### src/rtl/uart_px.sv
// uart_px: UART with a runtime baud divisor, 5-8 data bits, optional parity, 1/2 stop bits.
// Includes the small first-word-fall-through FIFO used for both the TX and RX queues.

module uart_px_fifo #(
    parameter int AW = 4,
    parameter int W  = 8
) (
    input  logic         clk,
    input  logic         rst,
    input  logic         push,
    input  logic [W-1:0] din,
    input  logic         pop,
    output logic [W-1:0] head,
    output logic         empty,
    output logic         full
);
    localparam int DEPTH = 1 << AW;

    logic [W-1:0]  mem [DEPTH];
    logic [AW-1:0] wr_ptr;
    logic [AW-1:0] rd_ptr;
    logic [AW:0]   count;
    logic          do_push;
    logic          do_pop;

    assign empty   = (count == '0);
    assign full    = (count == (AW+1)'(DEPTH));
    assign do_pop  = pop && !empty;
    // A push into a full FIFO survives only when a pop frees a slot in the same cycle.
    assign do_push = push && (!full || do_pop);
    assign head    = mem[rd_ptr];

    always_ff @(posedge clk or negedge rst) begin
        if (!rst) begin
            wr_ptr <= '0;
            rd_ptr <= '0;
            count  <= '0;
        end else begin
            if (do_push) wr_ptr <= wr_ptr + AW'(1);
            if (do_pop)  rd_ptr <= rd_ptr + AW'(1);
            case ({do_push, do_pop})
                2'b10:   count <= count + (AW+1)'(1);
                2'b01:   count <= count - (AW+1)'(1);
                default: ;
            endcase
        end
    end

    always_ff @(posedge clk) begin
        if (do_push) mem[wr_ptr] <= din;
    end
endmodule

module uart_px #(
    parameter int FIFO_AW = 4,
    parameter int DIV_W   = 16
) (
    input  logic             clk,
    input  logic             rst,
    input  logic [DIV_W-1:0] baud_div,
    input  logic [1:0]       cfg_dbits,
    input  logic [1:0]       cfg_par,
    input  logic             cfg_stop2,
    input  logic             tx_wr,
    input  logic [7:0]       tx_din,
    output logic             tx_full,
    output logic             tx_busy,
    output logic             ser_txd,
    input  logic             ser_rxd,
    input  logic             rx_rd,
    output logic [7:0]       rx_dout,
    output logic             rx_empty,
    input  logic             err_clr,
    output logic             rx_err_frame,
    output logic             rx_err_par,
    output logic             rx_overrun
);
    typedef enum logic [2:0] {
        TX_IDLE, TX_LOAD, TX_START, TX_DATA, TX_PAR, TX_STOP1, TX_STOP2
    } tx_state_t;

    typedef enum logic [2:0] {
        RX_IDLE, RX_START, RX_DATA, RX_PAR, RX_STOP, RX_WAIT_HI
    } rx_state_t;

    logic [DIV_W-1:0] div_eff;
    assign div_eff = (baud_div < DIV_W'(3)) ? DIV_W'(3) : baud_div;

    // ---------------- TX ----------------
    logic       tx_pop;
    logic       tx_empty;
    logic [7:0] tx_head;

    uart_px_fifo #(.AW(FIFO_AW), .W(8)) u_tx_fifo (
        .clk(clk), .rst(rst), .push(tx_wr), .din(tx_din), .pop(tx_pop),
        .head(tx_head), .empty(tx_empty), .full(tx_full)
    );

    tx_state_t        tx_state, tx_state_nx;
    logic [DIV_W-1:0] tx_cnt, tx_cnt_nx, tx_div, tx_div_nx;
    logic [2:0]       tx_bit, tx_bit_nx, tx_last, tx_last_nx;
    logic [7:0]       tx_sh, tx_sh_nx;
    logic             txd, txd_nx;
    logic             tx_par_acc, tx_par_acc_nx;
    logic             tx_par_en, tx_par_en_nx, tx_par_odd, tx_par_odd_nx;
    logic             tx_stop2, tx_stop2_nx;
    logic             tx_load;
    logic             tx_bit_end;
    logic             tx_last_stop;

    assign tx_bit_end   = (tx_cnt == tx_div);
    assign tx_last_stop = (tx_state == TX_STOP2) || ((tx_state == TX_STOP1) && !tx_stop2);

    always_comb begin
        tx_state_nx   = tx_state;
        tx_cnt_nx     = tx_cnt;
        tx_bit_nx     = tx_bit;
        tx_sh_nx      = tx_sh;
        txd_nx        = txd;
        tx_par_acc_nx = tx_par_acc;
        tx_div_nx     = tx_div;
        tx_last_nx    = tx_last;
        tx_par_en_nx  = tx_par_en;
        tx_par_odd_nx = tx_par_odd;
        tx_stop2_nx   = tx_stop2;
        tx_pop        = 1'b0;
        tx_load       = 1'b0;

        if (tx_state != TX_IDLE && tx_state != TX_LOAD)
            tx_cnt_nx = tx_bit_end ? '0 : tx_cnt + DIV_W'(1);

        case (tx_state)
            TX_IDLE: begin
                txd_nx = 1'b1;
                if (!tx_empty) tx_load = 1'b1;
            end
            TX_LOAD: begin
                tx_state_nx = TX_START;
                tx_cnt_nx   = '0;
                txd_nx      = 1'b0;
            end
            TX_START: begin
                if (tx_bit_end) begin
                    tx_state_nx   = TX_DATA;
                    tx_bit_nx     = '0;
                    txd_nx        = tx_sh[0];
                    tx_par_acc_nx = tx_sh[0];
                    tx_sh_nx      = tx_sh >> 1;
                end
            end
            TX_DATA: begin
                if (tx_bit_end) begin
                    if (tx_bit == tx_last) begin
                        tx_state_nx = tx_par_en ? TX_PAR : TX_STOP1;
                        txd_nx      = tx_par_en ? (tx_par_acc ^ tx_par_odd) : 1'b1;
                    end else begin
                        tx_bit_nx     = tx_bit + 3'd1;
                        txd_nx        = tx_sh[0];
                        tx_par_acc_nx = tx_par_acc ^ tx_sh[0];
                        tx_sh_nx      = tx_sh >> 1;
                    end
                end
            end
            TX_PAR: begin
                if (tx_bit_end) begin
                    tx_state_nx = TX_STOP1;
                    txd_nx      = 1'b1;
                end
            end
            TX_STOP1, TX_STOP2: begin
                // Popping one clock early lets the LOAD cycle stand in for the last stop clock.
                if (tx_last_stop) begin
                    if (!tx_empty && ((tx_cnt == tx_div - DIV_W'(1)) || tx_bit_end))
                        tx_load = 1'b1;
                    else if (tx_bit_end)
                        tx_state_nx = TX_IDLE;
                end else if (tx_bit_end) begin
                    tx_state_nx = TX_STOP2;
                end
            end
            default: tx_state_nx = TX_IDLE;
        endcase

        if (tx_load) begin
            tx_pop        = 1'b1;
            tx_state_nx   = TX_LOAD;
            tx_sh_nx      = tx_head;
            tx_div_nx     = div_eff;
            tx_last_nx    = {1'b1, cfg_dbits};
            tx_par_en_nx  = cfg_par[1];
            tx_par_odd_nx = cfg_par[0];
            tx_stop2_nx   = cfg_stop2;
            tx_par_acc_nx = 1'b0;
        end
    end

    always_ff @(posedge clk or negedge rst) begin
        if (!rst) begin
            tx_state <= TX_IDLE;
            tx_cnt   <= '0;
            tx_bit   <= '0;
            txd      <= 1'b1;
        end else begin
            tx_state <= tx_state_nx;
            tx_cnt   <= tx_cnt_nx;
            tx_bit   <= tx_bit_nx;
            txd      <= txd_nx;
        end
    end

    always_ff @(posedge clk) begin
        tx_sh      <= tx_sh_nx;
        tx_par_acc <= tx_par_acc_nx;
        tx_div     <= tx_div_nx;
        tx_last    <= tx_last_nx;
        tx_par_en  <= tx_par_en_nx;
        tx_par_odd <= tx_par_odd_nx;
        tx_stop2   <= tx_stop2_nx;
    end

    assign ser_txd = txd;
    assign tx_busy = !tx_empty || (tx_state != TX_IDLE);

    // ---------------- RX ----------------
    logic rx_s1, rx_s2;

    always_ff @(posedge clk or negedge rst) begin
        if (!rst) begin
            rx_s1 <= 1'b1;
            rx_s2 <= 1'b1;
        end else begin
            rx_s1 <= ser_rxd;
            rx_s2 <= rx_s1;
        end
    end

    rx_state_t        rx_state, rx_state_nx;
    logic [DIV_W-1:0] rx_cnt, rx_cnt_nx, rx_div, rx_div_nx;
    logic [2:0]       rx_bit, rx_bit_nx, rx_last, rx_last_nx;
    logic [1:0]       rx_dbits, rx_dbits_nx;
    logic [7:0]       rx_sh, rx_sh_nx;
    logic             rx_par_acc, rx_par_acc_nx, rx_par_bad, rx_par_bad_nx;
    logic             rx_par_en, rx_par_en_nx, rx_par_odd, rx_par_odd_nx;
    logic             rx_push, rx_full, rx_mid;
    logic             set_frame, set_par, set_ovr;
    logic [7:0]       rx_byte, rx_head;

    assign rx_mid  = (rx_cnt == rx_div);
    // Bits arrive at the top of the shifter; shift down so the word is right-aligned.
    assign rx_byte = rx_sh >> (2'd3 - rx_dbits);

    always_comb begin
        rx_state_nx   = rx_state;
        rx_cnt_nx     = rx_cnt;
        rx_bit_nx     = rx_bit;
        rx_sh_nx      = rx_sh;
        rx_par_acc_nx = rx_par_acc;
        rx_par_bad_nx = rx_par_bad;
        rx_div_nx     = rx_div;
        rx_last_nx    = rx_last;
        rx_dbits_nx   = rx_dbits;
        rx_par_en_nx  = rx_par_en;
        rx_par_odd_nx = rx_par_odd;
        rx_push       = 1'b0;
        set_frame     = 1'b0;
        set_par       = 1'b0;
        set_ovr       = 1'b0;

        if (rx_state != RX_IDLE && rx_state != RX_WAIT_HI)
            rx_cnt_nx = rx_cnt + DIV_W'(1);

        case (rx_state)
            RX_IDLE: begin
                if (!rx_s2) begin
                    rx_state_nx = RX_START;
                    rx_cnt_nx   = '0;
                    rx_bit_nx   = '0;
                end
            end
            RX_START: begin
                if (rx_cnt >= (div_eff >> 1)) begin
                    if (rx_s2) begin
                        rx_state_nx = RX_IDLE;
                    end else begin
                        rx_state_nx   = RX_DATA;
                        rx_cnt_nx     = '0;
                        rx_div_nx     = div_eff;
                        rx_last_nx    = {1'b1, cfg_dbits};
                        rx_dbits_nx   = cfg_dbits;
                        rx_par_en_nx  = cfg_par[1];
                        rx_par_odd_nx = cfg_par[0];
                        rx_sh_nx      = '0;
                        rx_par_acc_nx = 1'b0;
                        rx_par_bad_nx = 1'b0;
                    end
                end
            end
            RX_DATA: begin
                if (rx_mid) begin
                    rx_cnt_nx     = '0;
                    rx_sh_nx      = {rx_s2, rx_sh[7:1]};
                    rx_par_acc_nx = rx_par_acc ^ rx_s2;
                    if (rx_bit == rx_last)
                        rx_state_nx = rx_par_en ? RX_PAR : RX_STOP;
                    else
                        rx_bit_nx = rx_bit + 3'd1;
                end
            end
            RX_PAR: begin
                if (rx_mid) begin
                    rx_cnt_nx     = '0;
                    rx_par_bad_nx = rx_s2 ^ rx_par_acc ^ rx_par_odd;
                    rx_state_nx   = RX_STOP;
                end
            end
            RX_STOP: begin
                if (rx_mid) begin
                    rx_push     = 1'b1;
                    set_frame   = !rx_s2;
                    set_par     = rx_par_en && rx_par_bad;
                    set_ovr     = rx_full && !rx_rd;
                    rx_state_nx = rx_s2 ? RX_IDLE : RX_WAIT_HI;
                end
            end
            RX_WAIT_HI: begin
                if (rx_s2) rx_state_nx = RX_IDLE;
            end
            default: rx_state_nx = RX_IDLE;
        endcase
    end

    always_ff @(posedge clk or negedge rst) begin
        if (!rst) begin
            rx_state <= RX_IDLE;
            rx_cnt   <= '0;
            rx_bit   <= '0;
        end else begin
            rx_state <= rx_state_nx;
            rx_cnt   <= rx_cnt_nx;
            rx_bit   <= rx_bit_nx;
        end
    end

    always_ff @(posedge clk) begin
        rx_sh      <= rx_sh_nx;
        rx_par_acc <= rx_par_acc_nx;
        rx_par_bad <= rx_par_bad_nx;
        rx_div     <= rx_div_nx;
        rx_last    <= rx_last_nx;
        rx_dbits   <= rx_dbits_nx;
        rx_par_en  <= rx_par_en_nx;
        rx_par_odd <= rx_par_odd_nx;
    end

    uart_px_fifo #(.AW(FIFO_AW), .W(8)) u_rx_fifo (
        .clk(clk), .rst(rst), .push(rx_push), .din(rx_byte), .pop(rx_rd),
        .head(rx_head), .empty(rx_empty), .full(rx_full)
    );

    assign rx_dout = rx_empty ? 8'h00 : rx_head;

    // A set event in the same cycle as err_clr takes priority.
    always_ff @(posedge clk or negedge rst) begin
        if (!rst) begin
            rx_err_frame <= 1'b0;
            rx_err_par   <= 1'b0;
            rx_overrun   <= 1'b0;
        end else begin
            if (set_frame)    rx_err_frame <= 1'b1;
            else if (err_clr) rx_err_frame <= 1'b0;
            if (set_par)      rx_err_par   <= 1'b1;
            else if (err_clr) rx_err_par   <= 1'b0;
            if (set_ovr)      rx_overrun   <= 1'b1;
            else if (err_clr) rx_overrun   <= 1'b0;
        end
    end
endmodule
### config.mk
export PLATFORM = sky130hd
export DESIGN_NAME = uart_px
export DESIGN_NICKNAME = d
export VERILOG_FILES = /design/src/rtl/uart_px.sv
export SDC_FILE = /design/constraint.sdc
export NUM_CORES = 1
export LEC_CHECK = 0
export CAP_MARGIN = 20
export CELL_PAD_IN_SITES_DETAIL_PLACEMENT = 1
export CELL_PAD_IN_SITES_GLOBAL_PLACEMENT = 2
export CORE_MARGIN = 2
export CORE_UTILIZATION = 35
export CTS_CLUSTER_SIZE = 16
export DETAILED_ROUTE_END_ITERATION = 12
export PLACE_DENSITY_LB_ADDON = 0.1
export SLEW_MARGIN = 25
export SYNTH_ARGS = -nofsm -noshare
export SYNTH_HDL_FRONTEND = slang
export SYNTH_SLANG_ARGS = --single-unit
### constraint.sdc
create_clock -name clk -period 5.66 [get_ports clk]
set_clock_uncertainty 0.15 [all_clocks]
set_input_delay 1.415 -clock clk [delete_from_list [all_inputs] [get_ports clk]]
set_output_delay 1.415 -clock clk [all_outputs]
set_load 0.005 [all_outputs]
==> key figures <==
Detailed routing
  • Residual antenna-violating net count after detailed routing: 0
  • Average via count per standard cell: 5.16
  • Routed wire length: 43300 µm
  • Wire length per cell: 22.1 µm
  • Detailed-route DRC error count: 0
  • Total via count in the routed design: 10.1k
  • DRC violation total after the first TritonRoute iteration: 604
  • DR pass1 iterations: 4

Clock network
  • TritonCTS clock tree: done
  • Cell chosen for the clock root: sky130_fd_sc_hd__clkbuf_16
  • CTS sink cnt: 392
  • Number of post-CTS setup repair buffers: 0
  • CTS buffer count: 45
  • Max Root-Sink Buffers: 3
  • Number of gates resized after cts: 0
  • Post-cts hold buffer count: 0
  • Clock-pin transition on the worst setup and hold timing paths: 60 ps
  • Worst skew pair latency: 580 ps
  • CTS H-tree lvls: 2

Critical path
  • WS Path Type: in2reg
  • Required @ worst endpoint: 5980 ps
  • Worst setup EP type: register
  • Worst EP arrival: 5030 ps
  • Critical path startpoint category: input pin
  • Start of the worst register-to-register path: tx_div[2]
  • Worst reg2reg setup slack: 1100 ps
  • Largest fanout on the critical path: 16
  • R2R depth: 16
  • Endpoint of the lowest-slack register-to-register path: u_tx_fifo.count[4]

STA
  • Relative max-transition margin: 40.8%
  • Post-Route Setup TNS: 0 ps
  • Achievable clock frequency: 212 MHz
  • Final critical-path share of the clock period: 83.2%
  • Number of failing hold endpoints at the final stage: 0
  • Number of endpoints failing setup at the final stage: 0
  • Setup repair after global routing missed its margin: no
  • Minimum clock period after layout: 4710 ps
  • Worst-margin pin slew: 885 ps
  • Final worst slack: 952 ps
  • Max-slew violation count: 0

Run status
  • Status: complete, no violations

Logic synthesis
  • Synth cell count leaders: 315 x sky130_fd_sc_hd__edfxtp_1, 73 x sky130_fd_sc_hd__dfrtp_1, 67 x sky130_fd_sc_hd__nand2_1
  • Dominant cell by count in the synthesized netlist: sky130_fd_sc_hd__edfxtp_1
  • Post-synth top flop: sky130_fd_sc_hd__edfxtp_1
  • Proportion of netlist area held by the largest area contributor: 53.4%
  • Sequential cell area fraction in the yosys report: 64.2%
  • Number of storage elements in the synthesis netlist: 392
  • Most area-consuming cells after synthesis: sky130_fd_sc_hd__edfxtp_1 53%, sky130_fd_sc_hd__dfrtp_1 10%, sky130_fd_sc_hd__mux4_2 8.0%
  • Synth Instances: 1214
  • Total nets after synthesis: 1287
  • Count of synthesis-stage warnings from yosys: 0
  • Avg Synthesized Cell Area: 14.6 µm²
  • Async SR Flop Fraction: 19.4%
  • Post-synth EDFFs: 315
  • Largest area contributor in the synthesized netlist: sky130_fd_sc_hd__edfxtp_1
  • Netlist cell types: 75
  • Area of the mapped netlist: 17700 µm²

Global routing
  • Via count of the first global-routing pass: 10.8k
  • Wire length of the first global-routing pass: 67900 µm
  • Largest net degree at the start of global routing: 51
  • Number of antenna violations at the first check in global routing: 1
  • GRT Total Usage: 16.9%
  • Global-route congestion overflow total: 0

Placement
  • Post-detailed-placement cell area: 19000 µm²
  • Post-DP HPWL: 28100 µm
  • Worst Setup Slack post-DPL: 358 ps
  • Final estimated routing congestion in global placement: 0.743
  • Port Buffer Count: 49

Floorplan
  • Placeable Area: 50100 µm²
  • Area of the die: 52500 µm²
  • Number of top-level pins: 50
  • Row cnt: 82
  • Starting density of the core: 35.4%
  • Floorplan die width: 229 µm
  • Die height: 229 µm

Cells and area
  • Number of antenna diodes: 0
  • Final non-filler cell area: 20400 µm²
  • Number of fill cells: 5122
  • Final #Nets: 1331
  • Share of cells above drive strength 1: 13.9%
  • Area Overhead vs Synth: 15.1%

Pwr
  • Peak supply drop: 0.000242 V
  • Cell leakage power: 7.31 nW
  • Sum of internal, switching and leakage power: 8.74 mW
  • Power density normalized to cell area: 428 nW/µm²

Worst hold path
  • WHS Endpoint: rx_s2
  • Hold Crit Depth: 0
  • Tightest Hold Check Type: reg2reg
  • Hold wc startpoint: rx_s1

Job
  • Maxcap violations: 0
==> layout make-up <==
class | count | area (µm²) | share of cell area [%]
timing repair buffer | 71 | 666 | 3.26
multi-input combinational | 703 | 5920 | 29.0
clock inverter | 26 | 250 | 1.23
clock buffer | 54 | 1180 | 5.79
tap | 672 | 841 | 4.12
sequential | 392 | 11400 | 55.8
inverter | 45 | 169 | 0.828
==> layout by cell type (no fill, tap or decap), types with 36 or more instances in the layout <==
cell                              instances
sky130_fd_sc_hd__clkbuf_16               46
sky130_fd_sc_hd__clkdlybuf4s50_1         48
sky130_fd_sc_hd__dfrtp_1                 71
sky130_fd_sc_hd__edfxtp_1               315
sky130_fd_sc_hd__ha_1                    36
sky130_fd_sc_hd__inv_1                   45
sky130_fd_sc_hd__mux4_2                  63
sky130_fd_sc_hd__nand2_1                 67
sky130_fd_sc_hd__nor2_1                  56
sky130_fd_sc_hd__o21ai_0                 44
sky130_fd_sc_hd__xor2_1                  57
==> metal layers <==
layer / part of all wire, % / global-route usage [%]
met1: 48 / 24.4
met2: 46 / 26.5
met3: 3.7 / 2.71
met4: 2.1 / 4.61
met5: 0 / 0
==> where the power goes <==
part / internal (mW) / switching, mW / total (mW)
clock network: 1.67 / 1.20 / 2.88
logic: 1.09 / 1.04 / 2.13
registers: 3.36 / 0.369 / 3.73
==> critical path: stages <==
cell and delay (ps):
sky130_fd_sc_hd__clkdlybuf4s50_1 490, sky130_fd_sc_hd__nor4_1 390, sky130_fd_sc_hd__nand4_1 190, sky130_fd_sc_hd__nand2b_1 190, sky130_fd_sc_hd__ha_1 250, sky130_fd_sc_hd__nand2b_1 140
sky130_fd_sc_hd__a21o_1 180, sky130_fd_sc_hd__a21o_1 180, sky130_fd_sc_hd__a21o_1 170, sky130_fd_sc_hd__a21o_1 170, sky130_fd_sc_hd__a211oi_1 210, sky130_fd_sc_hd__o21ai_0 140
sky130_fd_sc_hd__buf_4 180, sky130_fd_sc_hd__o21a_1 380, sky130_fd_sc_hd__nor4_1 350
==> worst max path at each step <==
stage	from	to	depth (start not counted)
after floorplan	baud_div[13]	rx_dbits[0]	13
after global placement	baud_div[13]	rx_cnt[5]	15
after detailed placement	baud_div[13]	rx_cnt[5]	15
after CTS	baud_div[13]	rx_cnt[5]	15
after global routing	tx_div[2]	u_tx_fifo.count[4]	16
final	baud_div[13]	rx_cnt[5]	15
==> registers in the layout, indices dropped and copies added, names as in the netlist, 4 cells and up <==
register          flops
u_rx_fifo.count       5
u_tx_fifo.rd_ptr      4
u_rx_fifo.mem       128
rx_cnt               16
u_rx_fifo.wr_ptr      4
tx_sh                 8
rx_div               16
rx_sh                 8
u_rx_fifo.rd_ptr      4
tx_cnt               16
u_tx_fifo.wr_ptr      4
u_tx_fifo.mem       128
tx_div               16
u_tx_fifo.count       5
==> stage by stage <==
stage / instances / hold WS, ps / util, %
2_1_floorplan: 1214 / 195 / -
3_3_place_gp: 1883 / 202 / 37.8
3_5_place_dp: 1883 / 197 / 37.9
4_1_cts: 1963 / 215 / 40.8
5_1_grt: 1963 / 218 / 40.8
6_report: 1963 / 213 / 40.8
==> cell families after synthesis <==
family                   Yosys count  share of synthesized area [%]
flip-flops                       392                           64.2
AND/OR/NAND/NOR                  306                           9.15
AO/OA/AOI/OAI                    173                           6.68
buffers and inverters            119                           2.77
multiplexers                     103                           10.3
XOR/XNOR                          83                           4.10
adder cells (fa/ha/maj)           38                           2.77
No activity file was read; power rests on OpenSTA's default activity.
